### config.mk
export PLATFORM = sky130hd
export DESIGN_NAME = rf_op_sequencer
export DESIGN_NICKNAME = d
export VERILOG_FILES = /design/src/rtl/rf_op_sequencer.sv
export SDC_FILE = /design/constraint.sdc
export NUM_CORES = 1
export LEC_CHECK = 0
export ABC_AREA = 1
export CORE_MARGIN = 3
export CORE_UTILIZATION = 48
export CTS_BUF_LIST = sky130_fd_sc_hd__clkbuf_8
export DETAILED_ROUTE_END_ITERATION = 12
export PLACE_DENSITY = 0.86
export SKIP_LAST_GASP = 1
export SYNTH_ARGS = -nofsm -noshare
export SYNTH_HDL_FRONTEND = slang
export SYNTH_SLANG_ARGS = --single-unit
### constraint.sdc
create_clock -name clk -period 2.1 [get_ports clk]
set_input_delay 0.42 -clock clk [delete_from_list [all_inputs] [get_ports clk]]
set_output_delay 0.42 -clock clk [all_outputs]
set_load 0.02 [all_outputs]
### src/rtl/rf_op_sequencer.sv
// rf_op_sequencer
// Multi-cycle controller that runs one ALU-type instruction at a time against
// an external 8-entry register file: accept, read operands, execute, write back.
//
// Ports
//   clk, rst            clock; synchronous active-high reset
//   instr_valid/ready   instruction handshake (ready only while idle)
//   instr[11:0]         {opcode[11:9], rd[8:6], rs1[5:3], rs2[2:0]}
//   instr_imm[N-1:0]    immediate for ADDI / LI
//   rf_ra1/ra2          read addresses, driven only in READ
//   rf_rd1/rd2          combinational read data from the register file
//   rf_wa3/wd3/we3      write port, driven only in WB
//   done                one-cycle retire pulse
//   result              last ALU result, held until the next retire
//
// state | meaning
// IDLE  | ready for an instruction; captures it on handshake
// READ  | read addresses out; operands latched at the edge
// EXEC  | ALU result computed into the result register
// WB    | write port driven, done pulses
module rf_op_sequencer #(
    parameter int N = 8
) (
    input  logic         clk,
    input  logic         rst,
    input  logic         instr_valid,
    output logic         instr_ready,
    input  logic [11:0]  instr,
    input  logic [N-1:0] instr_imm,
    output logic [2:0]   rf_ra1,
    output logic [2:0]   rf_ra2,
    input  logic [N-1:0] rf_rd1,
    input  logic [N-1:0] rf_rd2,
    output logic [2:0]   rf_wa3,
    output logic [N-1:0] rf_wd3,
    output logic         rf_we3,
    output logic         done,
    output logic [N-1:0] result
);

    typedef enum logic [1:0] {
        IDLE = 2'd0,
        READ = 2'd1,
        EXEC = 2'd2,
        WB   = 2'd3
    } state_t;

    localparam logic [2:0] OP_ADD  = 3'b000;
    localparam logic [2:0] OP_SUB  = 3'b001;
    localparam logic [2:0] OP_AND  = 3'b010;
    localparam logic [2:0] OP_OR   = 3'b011;
    localparam logic [2:0] OP_SLT  = 3'b100;
    localparam logic [2:0] OP_ADDI = 3'b101;
    localparam logic [2:0] OP_LI   = 3'b110;
    localparam logic [2:0] OP_NOP  = 3'b111;

    state_t       state;
    logic [2:0]   opcode;
    logic [2:0]   rd;
    logic [2:0]   rs1;
    logic [2:0]   rs2;
    logic [N-1:0] imm;
    logic [N-1:0] op_a;
    logic [N-1:0] op_b;
    logic [N-1:0] alu;

    always_comb begin
        alu = '0;
        case (opcode)
            OP_ADD:  alu = op_a + op_b;
            OP_SUB:  alu = op_a - op_b;
            OP_AND:  alu = op_a & op_b;
            OP_OR:   alu = op_a | op_b;
            OP_SLT:  alu = {{(N-1){1'b0}}, ($signed(op_a) < $signed(op_b))};
            OP_ADDI: alu = op_a + imm;
            OP_LI:   alu = imm;
            OP_NOP:  alu = '0;
            default: alu = '0;
        endcase
    end

    always_ff @(posedge clk) begin
        if (rst) begin
            state  <= IDLE;
            opcode <= '0;
            rd     <= '0;
            rs1    <= '0;
            rs2    <= '0;
            imm    <= '0;
            op_a   <= '0;
            op_b   <= '0;
            result <= '0;
        end else begin
            case (state)
                IDLE: begin
                    if (instr_valid) begin
                        opcode <= instr[11:9];
                        rd     <= instr[8:6];
                        rs1    <= instr[5:3];
                        rs2    <= instr[2:0];
                        imm    <= instr_imm;
                        state  <= READ;
                    end
                end
                READ: begin
                    op_a  <= rf_rd1;
                    op_b  <= rf_rd2;
                    state <= EXEC;
                end
                EXEC: begin
                    result <= alu;
                    state  <= WB;
                end
                WB:      state <= IDLE;
                default: state <= IDLE;
            endcase
        end
    end

    // Outputs are pure decodes of registered state; rst additionally masks
    // the write and the retire pulse so an aborted WB has no visible effect.
    assign instr_ready = (state == IDLE);
    assign rf_ra1      = (state == READ) ? rs1 : 3'd0;
    assign rf_ra2      = (state == READ) ? rs2 : 3'd0;
    assign rf_wa3      = (state == WB) ? rd : 3'd0;
    assign rf_wd3      = (state == WB) ? result : '0;
    assign rf_we3      = (state == WB) && !rst && (rd != 3'd0) && (opcode != OP_NOP);
    assign done        = (state == WB) && !rst;

endmodule

# After elaboration in Yosys (flattened, before gate mapping)
# Index checks and enable logic that the tools add are counted.
totals:
  reg_bits: 46
  out_inout_bits: 28
  wordCells: 42
classes:
  n_addsub: 3
  order_cmp: 1
  eq_ne: 12
  mux: 7
  n_bitwise: 2
  reduce_logical: 8
ops:
  columns: ["cell", "n"]
  rows:
  - ["$pmux W8 S8", 1]
  - ["$add A8 B8 Y8", 2]
  - ["$eq A3 B3 Y1 const B", 4]
  - ["$mux W3", 3]
  - ["$and A8 B8 Y8", 1]
  - ["$lt A8 B8 Y1", 1]
  - ["$mux W8", 1]
  - ["$or A8 B8 Y8", 1]
  - ["$pmux W2 S4", 1]
  - ["$sub A8 B8 Y8", 1]
  - ["$eq A3 B2 Y1 const B", 2]
  - ["$eq A2 B2 Y1 const B", 2]
  - ["$eq A3 B1 Y1 const B", 1]
  - ["$logic_and A1 B1 Y1", 3]
  - ["$logic_not A3 Y1", 1]
  - ["$ne A3 B3 Y1 const B", 1]
  - ["$reduce_bool A3 Y1", 1]
  - ["$eq A2 B1 Y1 const B", 1]
  - ["$logic_not A2 Y1", 1]
  - ["$mux W2", 1]
  - ["$ne A2 B2 Y1 const B", 1]
  - ["$reduce_and A2 Y1", 1]
  - ["$logic_not A1 Y1", 1]

# Depth between registers and ports, before layout
logic_depth:
  ltp_word: 4
  mapped_depth: 15
  depth_no_buf: 14

# Worst setup path before layout
# No wires, ideal clock.
synth_timing:
  kind: "register to register"
  startpoint: "register opcode[1]"
  endpoint: "register result[4]"
  setup_time_ps: 122
  t_arrival_ps: 2164
  slack_ps: -186
  stages_incl_launch_ff: 16
  path_cell_list: "dfxtp_1 inv_2 nand3_1 clkbuf_1 nand2_1 o21ai_0 ha_1 inv_1 fa_1 inv_1 nand3_1 nand2_1 xnor2_1 nor2_1 nor3_1 a21oi_1"
synth_between:
  elab_chain_len: 2
  word_cells_on_any_way: 9
synth_lines:
  columns: ["item", "line", "text"]
  rows:
  - ["from (decl)", "58", "logic [2:0] opcode;"]
  - ["from (signal assigned)", "97", "opcode <= instr[11:9];"]
  - ["$eq A3 B3 Y1, or another cell as far along", "69", "case (opcode)"]
  - ["$pmux W8 S8 (*)", "69", null]
  - ["to (signal assigned)", "111", "result <= alu;"]
  - ["to (decl)", "38", "output logic [N-1:0] result"]
# Every way passes the cells marked *; elsewhere a longest branch is shown, timed or not.
# A chain may end at the register's enable or synchronous reset.

# Final worst setup path
layout_timing:
  startpoint: "register opcode[1]"
  endpoint: "register result[5]"
# The elaborated chain is that of the path after synthesis.

==> reports/results.txt <==
Status: finished clean
WP buf/inv: 3
VDD IR max: 0.8588 mV
Synthesized area: 3044 µm²
Final wirelength: 7974 µm
Max-cap violation count: 0
WP data required: 2.30 ns
Worst path arrival time: 2.29 ns
Root Buffer: clkbuf_8
Crit Path Max Fanout: 5
RSZ-0062 raised after global routing: true
WS Path Type: reg -> reg
I/O pins: 67
Commonest non-fill, non-tap cells in the layout: inv_1, nand2_1, o21ai_0
Routability congestion estimate: 0.8706
Setup crit end kind: flip-flop
Cts hold-fix bufs: 0
Int Power: 2.698 mW
Syn Area/Cell: 6.919 µm²
P_leak: 1.955 nW
CP max stage delay: 0.34 ns
Final Hold Viols: 0
Largest net degree at the start of global routing: 33
Sw Ratio: 47.86%
Initial antenna violation count: 0
Final net count: 598
Logic gate share of total power: 62.1%
Vias: 3182
Num CTS Buffers: 5
Worst setup SP type: flip-flop
Max frequency: 476.5 MHz
FILL cells: 540
DR WL/cell: 13.36 µm
Syn Inst Count: 440
Dpl hpwl: 6191 µm
DRC Markers: 0
Pwr Total: 5.174 mW
First-pass GRT wire length: 13200 µm
Slew @ Worst Pin: 0.4206 ns
Core Area: 6026 µm²
Setup TNS: 0 ns
Number of diodes: 0
Distinct cell type count after synthesis: 32
Part of the power in registers: 27.9%
Slowest cell on the critical path: dfxtp_2
Worst-Skew Late Latency: 0.30 ns
Min Tclk post-route: 2.099 ns
Vias in the first global route: 2945
Die height: 85.64 µm
Share of cells above drive strength 1: 12.45%
Initial Util: 50.52%
Hold/Removal Path Class: reg -> reg
Die ar.: 7333 µm²
CTS tree: yes
Finished Core Util: 67.17%
Core Rows: 28
Net Sw Power: 2.476 mW
Pre-antenna DRT Iters: 5
Final worst-path cycle share: 99.94%
Placed cells: 584
IO Port Bufs: 66
Rel. slew slack: 71.87%
Largest delay share family, worst path: simple AND/OR/NAND/NOR gates
Critical Path Most Common Cell: nand2_2
Syn-to-layout area delta: 32.96%
Total track usage: 22.18%
CTS H-Tree Depth: 2
Longest Clk Path Bufs: 2
Non-filler instance count after layout: 597
GRT overflow: 0
Max-slew violations: 0
Die Width: 85.64 µm
Post-DR vias/cell: 5.330
Synthesized Nets: 516
Clock Skew: 0.01069 ns
Endpoints failing setup: 0
Synth warn: 0
R2R setup slack: 0.001 ns
Seq cells post-synth: 46
Routed Antenna Nets: 0
# clock sinks: 46
CP Cell Sequence: inv_4 -> nand3_4 -> buf_6 -> buf_6 -> nand2_2 -> o21ai_1 -> ha_1 -> a21oi_2 -> nand2_2 -> nand3_2 -> nand2_2 -> xor2_1 -> nand2_1 -> nand2_1 -> nor2_1 -> nor2_1
Clk slew on worst S/H paths: 0.09 ns
Sequential-to-total area share from yosys stat: 30.25%
Cell Pwr Density: 1278 nW/µm²
Clk pwr share: 10.0%
DRT iter0 DRCs: 210
metrics by stage:
stage / hold WS [ns] / setup WS, ns / area, µm²
finish: 0.4837 / 0.001233 / 4048
global placement: 0.4643 / -0.1347 / 3877
global route: 0.5119 / -0.1984 / 4048
floorplan: 0.4452 / 0.02977 / 3065
CTS: 0.4822 / 0.004084 / 3944
detailed placement: 0.4691 / -0.1950 / 3877
state kept, by name, indices dropped and copies added (netlist names):
signal	cells
imm	8
op_a	8
op_b	8
result	8
opcode	3
rd	3
rs1	3
rs2	3
state	2
area by class of cell:
| class | count | area (µm²) | share of cell area [%] |
|---|---|---|---|
| Tap cell | 75 | 93.84 | 2.318 |
| Inverter | 72 | 272.8 | 6.739 |
| Sequential cell | 46 | 927.1 | 22.91 |
| Clock buffer | 5 | 68.82 | 1.700 |
| Timing Repair Buffer | 89 | 824.5 | 20.37 |
| Multi-Input combinational cell | 308 | 1849 | 45.69 |
| Clock inverter | 2 | 11.26 | 0.2782 |
per-layer routing:
layer	up-vias	track usage (%)	wire (µm)
met4	0	6.043	107
met5	-	0	0
met2	109	38.35	3899
li1	1592	-	-
met3	13	3.939	512
met1	1468	28.39	3454
logic make-up (layout without fill, tap and decap cells):
group,Yosys count,after routing,synth area share (%)
flops,46,46,30.25
fa+ha+maj,37,37,15.70
simple gates,147,147,20.84
compound gates,120,120,21.21
buf+inv,86,168,10.85
xor+xnor,4,4,1.151
what timing repair did:
item | 4_1_cts | 5_1_grt
pin swaps | 0 | 10
gates resized for setup | 22 | 24
buffers inserted | 0 | 5
gates cloned | 0 | 1
setup endpoints to repair | 21 | 7
endpoints found under the hold margin | 0 | 0
worst register-to-register path: cells and delay by family (launching register included):
kind | cells | cell delay [ns]
AO/OA/AOI/OAI | 2 | 0.23
buffers and inverters | 3 | 0.31
flip-flops | 1 | 0.34
XOR/XNOR | 1 | 0.13
AND/OR/NAND/NOR | 9 | 0.65
adder cells (fa/ha/maj) | 1 | 0.33
power by group through the flow:
stage / combinational, mW / clock, mW / sequential [mW]
after detailed placement: 3.06 / 0 / 1.45
after global routing: 3.63 / 0.569 / 1.49
final: 3.21 / 0.518 / 1.44
after floorplan: 2.08 / 0 / 1.48
after CTS: 3.07 / 0.531 / 1.43
after global placement: 2.98 / 0 / 1.43
Yosys cell counts, drive strengths merged:
library cell / instances / area share, %
or2: 1 / 0.21
ha: 35 / 14
a41oi: 1 / 0.29
nand3: 21 / 4.1
o2111ai: 1 / 0.29
xnor2: 3 / 0.86
a221oi: 4 / 1.2
a22oi: 1 / 0.25
nor2: 46 / 6.0
fa: 2 / 1.3
dfxtp: 46 / 30
clkbuf: 13 / 1.6
buf: 1 / 0.37
a21oi: 49 / 8.2
o211ai: 1 / 0.25
xor2: 1 / 0.29
o21ai: 55 / 9.0
o22ai: 5 / 1.0
nor3: 4 / 1.0
o21bai: 2 / 0.49
inv: 72 / 8.9
nand4: 1 / 0.21
nand2: 74 / 9.3
o21a: 1 / 0.25
path summary, 6_finish.rpt:
path / cells after the start / endpoint / from
max: 16 / result[5] / opcode[1]
min: 2 / result[0] / result[0]
max reg2reg: 16 / result[5] / opcode[1]
min reg2reg: 2 / result[0] / result[0]
Power figures use the tool's default switching activity.
